## config.mk

```make
export PLATFORM = sky130hd
export DESIGN_NAME = dcache_2way
export DESIGN_NICKNAME = d
export VERILOG_FILES = /design/src/rtl/dcache_pkg.sv /design/src/rtl/dcache_way.sv /design/src/rtl/dcache_2way.sv
export SDC_FILE = /design/constraint.sdc
export NUM_CORES = 1
export LEC_CHECK = 0
export ABC_AREA = 1
export CORE_MARGIN = 2
export CORE_UTILIZATION = 50
export CTS_CLUSTER_SIZE = 30
export DETAILED_ROUTE_END_ITERATION = 8
export PLACE_DENSITY = 0.67
export SLEW_MARGIN = 10
export SYNTH_ARGS = -nofsm -noshare
export SYNTH_HDL_FRONTEND = slang
export SYNTH_SLANG_ARGS = --single-unit
```

## constraint.sdc

```tcl
create_clock -name clock -period 3.9 [get_ports clock]
set_input_delay 0.39 -clock clock [delete_from_list [all_inputs] [get_ports clock]]
set_output_delay 0.39 -clock clock [all_outputs]
set_load 0.05 [all_outputs]
```

## src/rtl/dcache_pkg.sv

```systemverilog
// Shared types and geometry helpers for the 2-way set-associative data cache.
package dcache_pkg;

  typedef enum logic [1:0] {IDLE, WRITEBACK, FETCH} state_t;

  localparam int WAYS = 2;

  function automatic int calc_tag_w(input int addr_w, input int index_w, input int offset_w);
    return addr_w - index_w - offset_w;
  endfunction

  function automatic int calc_block_w(input int data_w, input int offset_w);
    return data_w << offset_w;
  endfunction

  function automatic int calc_sets(input int index_w);
    return 1 << index_w;
  endfunction

  function automatic logic [31:0] field_mask(input int width);
    return (32'd1 << width) - 32'd1;
  endfunction

  // Field extractors work on a zero-extended address; callers size-cast the result.
  function automatic logic [31:0] addr_offset(input logic [31:0] addr, input int offset_w);
    return addr & field_mask(offset_w);
  endfunction

  function automatic logic [31:0] addr_index(input logic [31:0] addr, input int offset_w,
                                             input int index_w);
    return (addr >> offset_w) & field_mask(index_w);
  endfunction

  function automatic logic [31:0] addr_tag(input logic [31:0] addr, input int offset_w,
                                           input int index_w, input int tag_w);
    return (addr >> (offset_w + index_w)) & field_mask(tag_w);
  endfunction

endpackage

```

## src/rtl/dcache_way.sv

```systemverilog
// One way of the cache: per-set tag/valid/dirty/data storage with combinational lookup.
module dcache_way
  import dcache_pkg::*;
#(
  parameter int TAG_W    = 4,
  parameter int DATA_W   = 8,
  parameter int OFFSET_W = 2,
  parameter int INDEX_W  = 2
) (
  input  logic                                  clock,
  input  logic                                  reset,
  input  logic [INDEX_W-1:0]                    index,
  input  logic [OFFSET_W-1:0]                   offset,
  input  logic [TAG_W-1:0]                      tag,
  input  logic                                  word_we,
  input  logic [DATA_W-1:0]                     word_data,
  input  logic                                  fill_en,
  input  logic [calc_block_w(DATA_W, OFFSET_W)-1:0] fill_line,
  output logic                                  hit,
  output logic                                  valid,
  output logic                                  dirty,
  output logic [TAG_W-1:0]                      line_tag,
  output logic [DATA_W-1:0]                     word,
  output logic [calc_block_w(DATA_W, OFFSET_W)-1:0] line
);

  localparam int BLOCK_W = calc_block_w(DATA_W, OFFSET_W);
  localparam int SETS    = calc_sets(INDEX_W);

  logic [SETS-1:0]    valid_q;
  logic [SETS-1:0]    dirty_q;
  logic [TAG_W-1:0]   tag_q  [SETS];
  logic [BLOCK_W-1:0] data_q [SETS];

  always_ff @(posedge clock) begin
    if (reset) begin
      valid_q <= '0;
      dirty_q <= '0;
    end else if (fill_en) begin
      valid_q[index] <= 1'b1;
      dirty_q[index] <= 1'b0;
    end else if (word_we) begin
      dirty_q[index] <= 1'b1;
    end
  end

  // Tags and data are not reset: valid gates every use of them.
  always_ff @(posedge clock) begin
    if (fill_en) begin
      tag_q[index]  <= tag;
      data_q[index] <= fill_line;
    end else if (word_we) begin
      data_q[index][int'(offset)*DATA_W +: DATA_W] <= word_data;
    end
  end

  assign valid    = valid_q[index];
  assign dirty    = dirty_q[index];
  assign line_tag = tag_q[index];
  assign line     = data_q[index];
  assign word     = line[int'(offset)*DATA_W +: DATA_W];
  assign hit      = valid && (tag_q[index] == tag);

endmodule

```

## src/rtl/dcache_2way.sv

```systemverilog
// 2-way set-associative write-back/write-allocate data cache with per-set LRU
// replacement and saturating hit/miss counters.
module dcache_2way
  import dcache_pkg::*;
#(
  parameter int ADDR_W   = 8,
  parameter int DATA_W   = 8,
  parameter int OFFSET_W = 2,
  parameter int INDEX_W  = 2,
  parameter int CNT_W    = 16
) (
  input  logic                         clock,
  input  logic                         reset,
  input  logic                         read,
  input  logic                         write,
  input  logic [ADDR_W-1:0]            address,
  input  logic [DATA_W-1:0]            writedata,
  output logic [DATA_W-1:0]            readdata,
  output logic                         busywait,
  output logic                         mem_read,
  output logic                         mem_write,
  output logic [ADDR_W-OFFSET_W-1:0]   mem_address,
  output logic [(DATA_W<<OFFSET_W)-1:0] mem_writedata,
  input  logic [(DATA_W<<OFFSET_W)-1:0] mem_readdata,
  input  logic                         mem_busywait,
  output logic [CNT_W-1:0]             hit_count,
  output logic [CNT_W-1:0]             miss_count
);

  localparam int TAG_W   = calc_tag_w(ADDR_W, INDEX_W, OFFSET_W);
  localparam int BLOCK_W = calc_block_w(DATA_W, OFFSET_W);
  localparam int SETS    = calc_sets(INDEX_W);

  state_t state, state_next;

  logic [TAG_W-1:0]    req_tag;
  logic [INDEX_W-1:0]  req_index;
  logic [OFFSET_W-1:0] req_offset;
  logic                request;
  logic                hit;
  logic                hit_way;
  logic                victim_sel;
  logic                victim_q;
  logic                missed_q;
  logic [SETS-1:0]     lru_q;

  logic [WAYS-1:0]     way_hit, way_valid, way_dirty, way_we, way_fill;
  logic [TAG_W-1:0]    way_tag  [WAYS];
  logic [DATA_W-1:0]   way_word [WAYS];
  logic [BLOCK_W-1:0]  way_line [WAYS];

  assign req_tag    = TAG_W'(addr_tag(32'(address), OFFSET_W, INDEX_W, TAG_W));
  assign req_index  = INDEX_W'(addr_index(32'(address), OFFSET_W, INDEX_W));
  assign req_offset = OFFSET_W'(addr_offset(32'(address), OFFSET_W));

  assign request = read | write;
  assign hit     = |way_hit;
  assign hit_way = way_hit[1];

  // Fill an empty way first (way 0 preferred); otherwise evict the least recently used.
  assign victim_sel = !way_valid[0] ? 1'b0 :
                      !way_valid[1] ? 1'b1 : lru_q[req_index];

  for (genvar w = 0; w < WAYS; w++) begin : g_way
    dcache_way #(
      .TAG_W    (TAG_W),
      .DATA_W   (DATA_W),
      .OFFSET_W (OFFSET_W),
      .INDEX_W  (INDEX_W)
    ) u_way (
      .clock     (clock),
      .reset     (reset),
      .index     (req_index),
      .offset    (req_offset),
      .tag       (req_tag),
      .word_we   (way_we[w]),
      .word_data (writedata),
      .fill_en   (way_fill[w]),
      .fill_line (mem_readdata),
      .hit       (way_hit[w]),
      .valid     (way_valid[w]),
      .dirty     (way_dirty[w]),
      .line_tag  (way_tag[w]),
      .word      (way_word[w]),
      .line      (way_line[w])
    );
  end

  always_comb begin
    way_we   = '0;
    way_fill = '0;
    if (state == IDLE && write) way_we = way_hit;
    if (state == FETCH && !mem_busywait && !reset) way_fill[victim_q] = 1'b1;
  end

  assign readdata = (read && hit) ? way_word[hit_way] : '0;

  always_comb begin
    state_next    = state;
    busywait      = 1'b1;
    mem_read      = 1'b0;
    mem_write     = 1'b0;
    mem_address   = '0;
    mem_writedata = '0;
    case (state)
      IDLE: begin
        busywait = request && !hit;
        if (request && !hit)
          state_next = (way_valid[victim_sel] && way_dirty[victim_sel]) ? WRITEBACK : FETCH;
      end
      WRITEBACK: begin
        mem_write     = 1'b1;
        mem_address   = {way_tag[victim_q], req_index};
        mem_writedata = way_line[victim_q];
        if (!mem_busywait) state_next = FETCH;
      end
      FETCH: begin
        mem_read    = 1'b1;
        mem_address = address[ADDR_W-1:OFFSET_W];
        if (!mem_busywait) state_next = IDLE;
      end
      default: state_next = IDLE;
    endcase
  end

  always_ff @(posedge clock) begin
    if (reset) begin
      state      <= IDLE;
      lru_q      <= '0;
      victim_q   <= 1'b0;
      missed_q   <= 1'b0;
      hit_count  <= '0;
      miss_count <= '0;
    end else begin
      state <= state_next;
      if (state == IDLE && request) begin
        if (hit) begin
          lru_q[req_index] <= ~hit_way;
          missed_q         <= 1'b0;
          // The completion of a refilled request is not a fresh hit.
          if (!missed_q && hit_count != '1) hit_count <= hit_count + 1'b1;
        end else begin
          victim_q <= victim_sel;
          missed_q <= 1'b1;
          if (miss_count != '1) miss_count <= miss_count + 1'b1;
        end
      end
    end
  end

endmodule

```

; ---- Word-level counts from Yosys, hierarchy flattened
; Memory sizes are Yosys's and may differ from the RTL's.
; Index checks and enable logic that the tools add are counted.
[classes]
addsub = 3
n_lt_le_gt_ge = 7
n_eq_ne = 9
shifts = 4
mux = 122
bitwise_logic = 76
n_reduce_logical = 25
[op_table]
columns = cell, n
row1 = $mux W32, 6
row2 = $mux W1, 89
row3 = $or A1 B1 Y1, 65
row4 = $shiftx A32 B6 Y8, 2
row5 = $neg A5 Y33, 1
row6 = $shift A8 B33 Y32 const A, 1
row7 = $shiftx A8 B33 Y32, 1
row8 = $add A16 B1 Y16 const B, 2
row9 = $mux W8, 4
row10 = $ne A16 B16 Y1 const B, 2
row11 = $mux W4, 7
row12 = $or A4 B4 Y4, 4
row13 = $logic_and A1 B1 Y1, 12
row14 = $mux W2, 6
row15 = $pmux W6 S2, 1
row16 = $bmux W1 S2, 5
row17 = $reduce_and A3 Y1, 3
row18 = $and A4 B4 Y4, 2
row19 = $eq A4 B4 Y1, 2
row20 = $pmux W2 S3, 1
row21 = $bwmux W4, 1
row22 = $ge A2 B2 Y1 const B, 2
row23 = $logic_not A1 Y1, 4
row24 = $lt A1 B2 Y1 const B, 2
row25 = other kinds (16), 21
[word_totals]
register_bits = 56
ramBits = 288
input_bits = 53
output_inout_bits = 81
word_cells = 260
n_memories = 4
[memory_table]
columns = name, depth, word_bits, rd, rd_ports_with_merged_regs, write_ports, line_no
row1 = g_way[0].u_way.data_q, 4, 32, 1, 0, 1, dcache_way.sv:33  ; logic [BLOCK_W-1:0] data_q [SETS];
row2 = g_way[1].u_way.data_q, 4, 32, 1, 0, 1, dcache_way.sv:33
row3 = g_way[0].u_way.tag_q, 4, 4, 1, 0, 1, dcache_way.sv:32  ; logic [TAG_W-1:0] tag_q [SETS];
row4 = g_way[1].u_way.tag_q, 4, 4, 1, 0, 1, dcache_way.sv:32

; ---- Longest topological paths before layout
[depth]
word_depth = 10
depth_mapped = 16

; ---- Cells and area by module
; A second synthesis with hierarchy kept.
[unflattened]
hier_cells = 1826
area_unflattened_um2 = 16696.0
[modules_own_cells]
columns = module, n_inst, cells_per_inst, area_each_um2, seq_area_each_um2
row1 = dcache_way (g_way[0].u_way), 1, 631, 6760.2, 4484.3
row2 = dcache_way (g_way[1].u_way), 1, 639, 6756.5, 4484.3
row3 = dcache_2way, 1, 556, 3179.3, 800.8

; ---- Least setup slack after synthesis
; OpenSTA, ideal clock, no wires.
[synth_timing]
kind = input to register
from = input port address[1]
to = memory g_way[0].u_way.data_q[0][0] (netlist bit) (data pin)
setup_time_ns = 0.219
arrival_ns = 2.742
required_ns = 3.681
slack_ns = 0.939
path_stages = 7
path_cell_list = clkbuf_1 clkinv_1 ha_1 buf_2 nor3b_1 clkinv_1 o31ai_1
[synth_between]
elab_chain_len = 4
word_cells_on_any_way = 5
classes_between = add/sub (1) / shift (2) / mux (2)
[synth_lines]
columns = element, line_no
row1 = start: declaration, dcache_2way.sv:16  ; input logic [ADDR_W-1:0] address,
row2 = $neg A5 Y33 (*), dcache_way.sv:53  ; data_q[index][int'(offset)*DATA_W +: DATA_W] <= word_data;
row3 = $shift A8 B33 Y32, dcache_way.sv:53
row4 = $mux W32 (implied by the code), dcache_way.sv:53
row5 = $mux W1 (no source line) (*), -
row6 = end: declaration, dcache_way.sv:33
; Mark *: on every way between the ends. The rest lies on a longest branch, timed or not.

; ---- Worst setup path in the final report
[layout_timing]
from = input port address[2]
to = output port readdata[0]
[layout_between]
elab_chain_len = 8
word_cells_on_any_way = 21
classes_between = eq/ne (2) / shift (2) / mux (8) / bitwise (1) / reduce/logical (4) / memory (4)
[layout_lines]
columns = element, line_no
row1 = branches (longest 7 deep; another with $mem_v2 Z4 W32), -
row2 = $mux W8 (*), dcache_2way.sv:96  ; assign readdata = (read && hit) ? way_word[hit_way] : '0;
row3 = end: declaration, dcache_2way.sv:18  ; output logic [DATA_W-1:0] readdata,
; Every way passes the cells marked *. The select of a mux whose other input is x is not followed.

==> out/summary.txt <==
==========================================================================================
Result of the run ........................................................... complete, no violations
Final ANT Viol Nets .........................................................            0
Synth top area share ........................................................       52.97%
Layer carrying the most global-route usage ..................................         met2
Number of buffers created by CTS ............................................           37
Destination of the worst register-to-register timing path ................... g_way[1].u_way.data_q[2][28]
Main combinational cell family by area after synthesis ...................... simple AND/OR/NAND/NOR gates
Max-capacitance violation count .............................................            0
Complex-gate fraction of the synthesized area ...............................       10.25%
Die Footprint ...............................................................  0.03412 mm2
Final Wtd Congestion ........................................................       0.9946
Worst hold path endpoint .................................................... g_way[1].u_way.valid_q[3]
Worst hold slack ............................................................    0.4645 ns
EDFF count, synth ...........................................................          288
Starting DRC count in detailed routing ......................................         1383
# Post-CTS Setup Buffers ....................................................            0
Worst Slack Setup Final .....................................................    0.3157 ns
CP Launch Type .............................................................. primary input
Most frequent cells in the layout ........................................... 453 x nand2_1, 288 x edfxtp_1, 140 x inv_1, 129 x nor2_1, 116 x nand3_1
Post-route cell area ........................................................  0.01997 mm2
Insertion delay of the later-clocked pin in the worst-skew pair .............      0.53 ns
Number of gates resized after CTS ...........................................            0
Clock period minus final worst setup slack ..................................     3.584 ns
Prevailing post-synth register cell .........................................     edfxtp_1
Flip-flop and latch count after synthesis ...................................          344
Leakage power ...............................................................  0.007622 uW
Multi-input combinational cell area ......................................... 0.005564 mm2
Met1 usage ..................................................................       38.71%
Count of cell types in the netlist ..........................................           45
Total count of max-transition violations in the final report ................            0
Max Freq ....................................................................   0.2790 GHz
Met3 usage in global routing ................................................       4.485%
Number of failing setup endpoints in the final timing report ................            0
Data arrival time of the critical path ......................................      3.19 ns
Fraction of layout instances using a drive strength above 1 .................       10.94%
Vias post-DR ................................................................        13380
Share of flip-flops with an asynchronous set or reset after synthesis .......           0%
First-pass GRT wire length ..................................................     72670 um
Pre-CTS setup slack .........................................................    0.3573 ns
Number of warnings issued by yosys ..........................................            0
Clock tree from TritonCTS ...................................................         done
Total number of clock tree sinks ............................................          344
Slew @ Worst Pin ............................................................    0.9504 ns
CP required .................................................................      3.51 ns
Fin. Hold Viols .............................................................            0
Peak supply drop ............................................................     409.1 uV
Slack of the worst reg-to-reg path ..........................................      0.92 ns
Mean number of vias per cell ................................................        5.710
Cell total after placement ..................................................         2280
Global router's overall resource usage ......................................       28.13%
Commonest non-fill, non-tap cell in the layout ..............................      nand2_1
Placeable core region .......................................................  0.03237 mm2
Post-Route Skew .............................................................   0.02471 ns
Kind of capture point of the worst setup path ...............................   output pin
Simple-gate portion of the synthesized area .................................       21.47%
Mean instance size in the synthesized netlist ...............................    9.503 um2
Share of synthesized cell area in full adder, half adder and majority cells .      0.7663%
Clock root buffer ...........................................................    clkbuf_16
Aggregate global routing overflow ...........................................            0
Relative slew margins .......................................................       36.64%
PortBufs ....................................................................          133
Number of nets produced by synthesis ........................................         1781
Area growth from synthesis to layout ........................................       22.30%
Storage cell area ........................................................... 0.009769 mm2
Power Dens Cells ............................................................ 427.1 mW/mm2
GR Layer Usage met2 .........................................................       45.10%
Sum of routed wire length over all layers ...................................     47740 um
Setup TNS Final .............................................................         0 ns
Xor/xnor cell area share of the yosys netlist ...............................       1.502%
Number of cells on the worst hold path ......................................            2
CTS Hold Bufs ...............................................................            0
Cell area after synthesis ...................................................  0.01633 mm2
Sequential element share of the synthesized area ............................       59.84%
Setup repair after global routing missed its margin .........................        false
Core Rows ...................................................................           66
Number of buffers on the longest clock path .................................            3
Mux cell area share after synthesis .........................................           0%
Average routed wire per standard cell .......................................     20.37 um
R2R depth ...................................................................            9
Number of global-route vias before repair ...................................        12550
Post-synthesis cell count ...................................................         1718
Pin count of the biggest net entering global routing ........................           53
Kind of critical path .......................................................    in -> out
Maximum fanout along the worst path .........................................           24
Placed cell area ............................................................  0.01887 mm2
Length of the first detailed-routing pass in iterations .....................            6
Worst-path clk slew .........................................................      0.06 ns
Starting density of the core ................................................       50.44%
Hold path startpoint ........................................................ g_way[1].u_way.valid_q[3]
Die Wd ......................................................................     184.7 um
Synth area leader ...........................................................     edfxtp_1
Final cell count without fillers ............................................         2343
Initial antenna violation count .............................................            0
Number of ports placed on the die boundary ..................................          134
NumNets Final ...............................................................         1940
Die H .......................................................................     184.7 um
H-tree levels ...............................................................            2
DRC violations left .........................................................            0
Class of the most critical hold timing path .................................   reg -> reg
Reg2Reg Launch Point ........................................................     state[0]
Share of the clock period used by the worst path ............................       91.91%
Number of fillers in the final layout .......................................         2735
Detailed placement HPWL .....................................................     32810 um
Largest cells by area after synthesis ....................................... edfxtp_1 53%, nand2_1 10%, dfxtp_1 6.9%
Ant diodes ..................................................................            0
==========================================================================================
-- cell type report --
class	instances	share of cell area (%)
Sequential cell	344	48.93
Multi-Input combinational cell	1125	27.87
Timing Repair Buffer	220	12.13
Clock buffer	50	4.988
Inverter	149	2.807
Tap cell	442	2.770
Clock inverter	13	0.5138
-- synthesized netlist by cell type (3+ instances only) --
master / n
buf_2: 31
nor2_1: 130
xnor2_1: 6
clkbuf_1: 49
nor2_2: 3
o31ai_1: 17
o2111a_1: 6
nand3_1: 116
nand2_2: 6
inv_2: 4
a22oi_1: 17
ha_1: 10
a22o_1: 10
buf_4: 7
nor3_1: 54
inv_1: 140
o21ai_0: 27
nor2_4: 4
xor2_1: 22
buf_1: 12
o211ai_1: 4
edfxtp_1: 288
o22ai_1: 15
a21oi_1: 112
nand4_1: 35
nand2_1: 454
a221oi_1: 29
dfxtp_1: 56
o21ai_1: 28
clkinv_1: 4
-- worst max path at each step --
stage / start / end / slack (ns)
2_1_floorplan: address[1] / g_way[0].u_way.data_q[0][0] / 0.94
3_3_place_gp: address[2] / readdata[2] / 0.40
3_5_place_dp: address[2] / readdata[0] / 0.36
4_1_cts: address[2] / readdata[1] / 0.34
5_1_grt: address[2] / readdata[1] / 0.07
6_report: address[2] / readdata[0] / 0.32
-- per-stage QoR --
stage / power, uW / utilization (%)
2_1_floorplan: 4827 / -
3_3_place_gp: 5331 / 58.29
3_5_place_dp: 5337 / 58.29
4_1_cts: 8544 / 61.68
5_1_grt: 8791 / 61.68
6_report: 8528 / 61.68
-- where the power goes --
group,internal (uW),switching [uW],total [uW]
sequential,4030,23.4,4050
combinational,382,849,1230
clock,1860,1390,3240
total,6270,2260,8530
-- flip-flops by register name (all words and copies together) (netlist names), named ones only --
| name | flops |
|---|---|
| hit_count | 16 |
| miss_count | 16 |
| victim_q | 1 |
| g_way.u_way.data_q | 256 |
| g_way.u_way.tag_q | 32 |
| lru_q | 4 |
| g_way.u_way.valid_q | 8 |
| state | 2 |
| missed_q | 1 |
-- critical path, stage by stage --
cell,delay (ns)
clkdlybuf4s50_1,0.45
buf_4,0.26
inv_2,0.21
nand2_1,0.11
nand2_1,0.06
nand2_1,0.09
nand2_1,0.05
nand2_1,0.06
nand3_1,0.11
nor2_4,0.14
nand2_4,0.12
buf_12,0.19
o21ai_0,0.48
nor2_1,0.08
nor2_1,0.11
nor2_1,0.09
buf_12,0.15
-- metal layers --
| layer | part of all wire, % | up-vias |
|---|---|---|
| met3 | 8.8 | 115 |
| met1 | 41 | 6321 |
| met4 | 3.7 | 0 |
| met5 | 0 | - |
| li1 | - | 6239 |
| met2 | 47 | 703 |
-- kinds of logic after synthesis --
logic type | after synthesis
flip-flops | 344
adder cells (fa/ha/maj) | 10
buffers and inverters | 249
AND/OR/NAND/NOR | 816
AO/OA/AOI/OAI | 271
XOR/XNOR | 28
No activity file was read; power rests on OpenSTA's default activity.
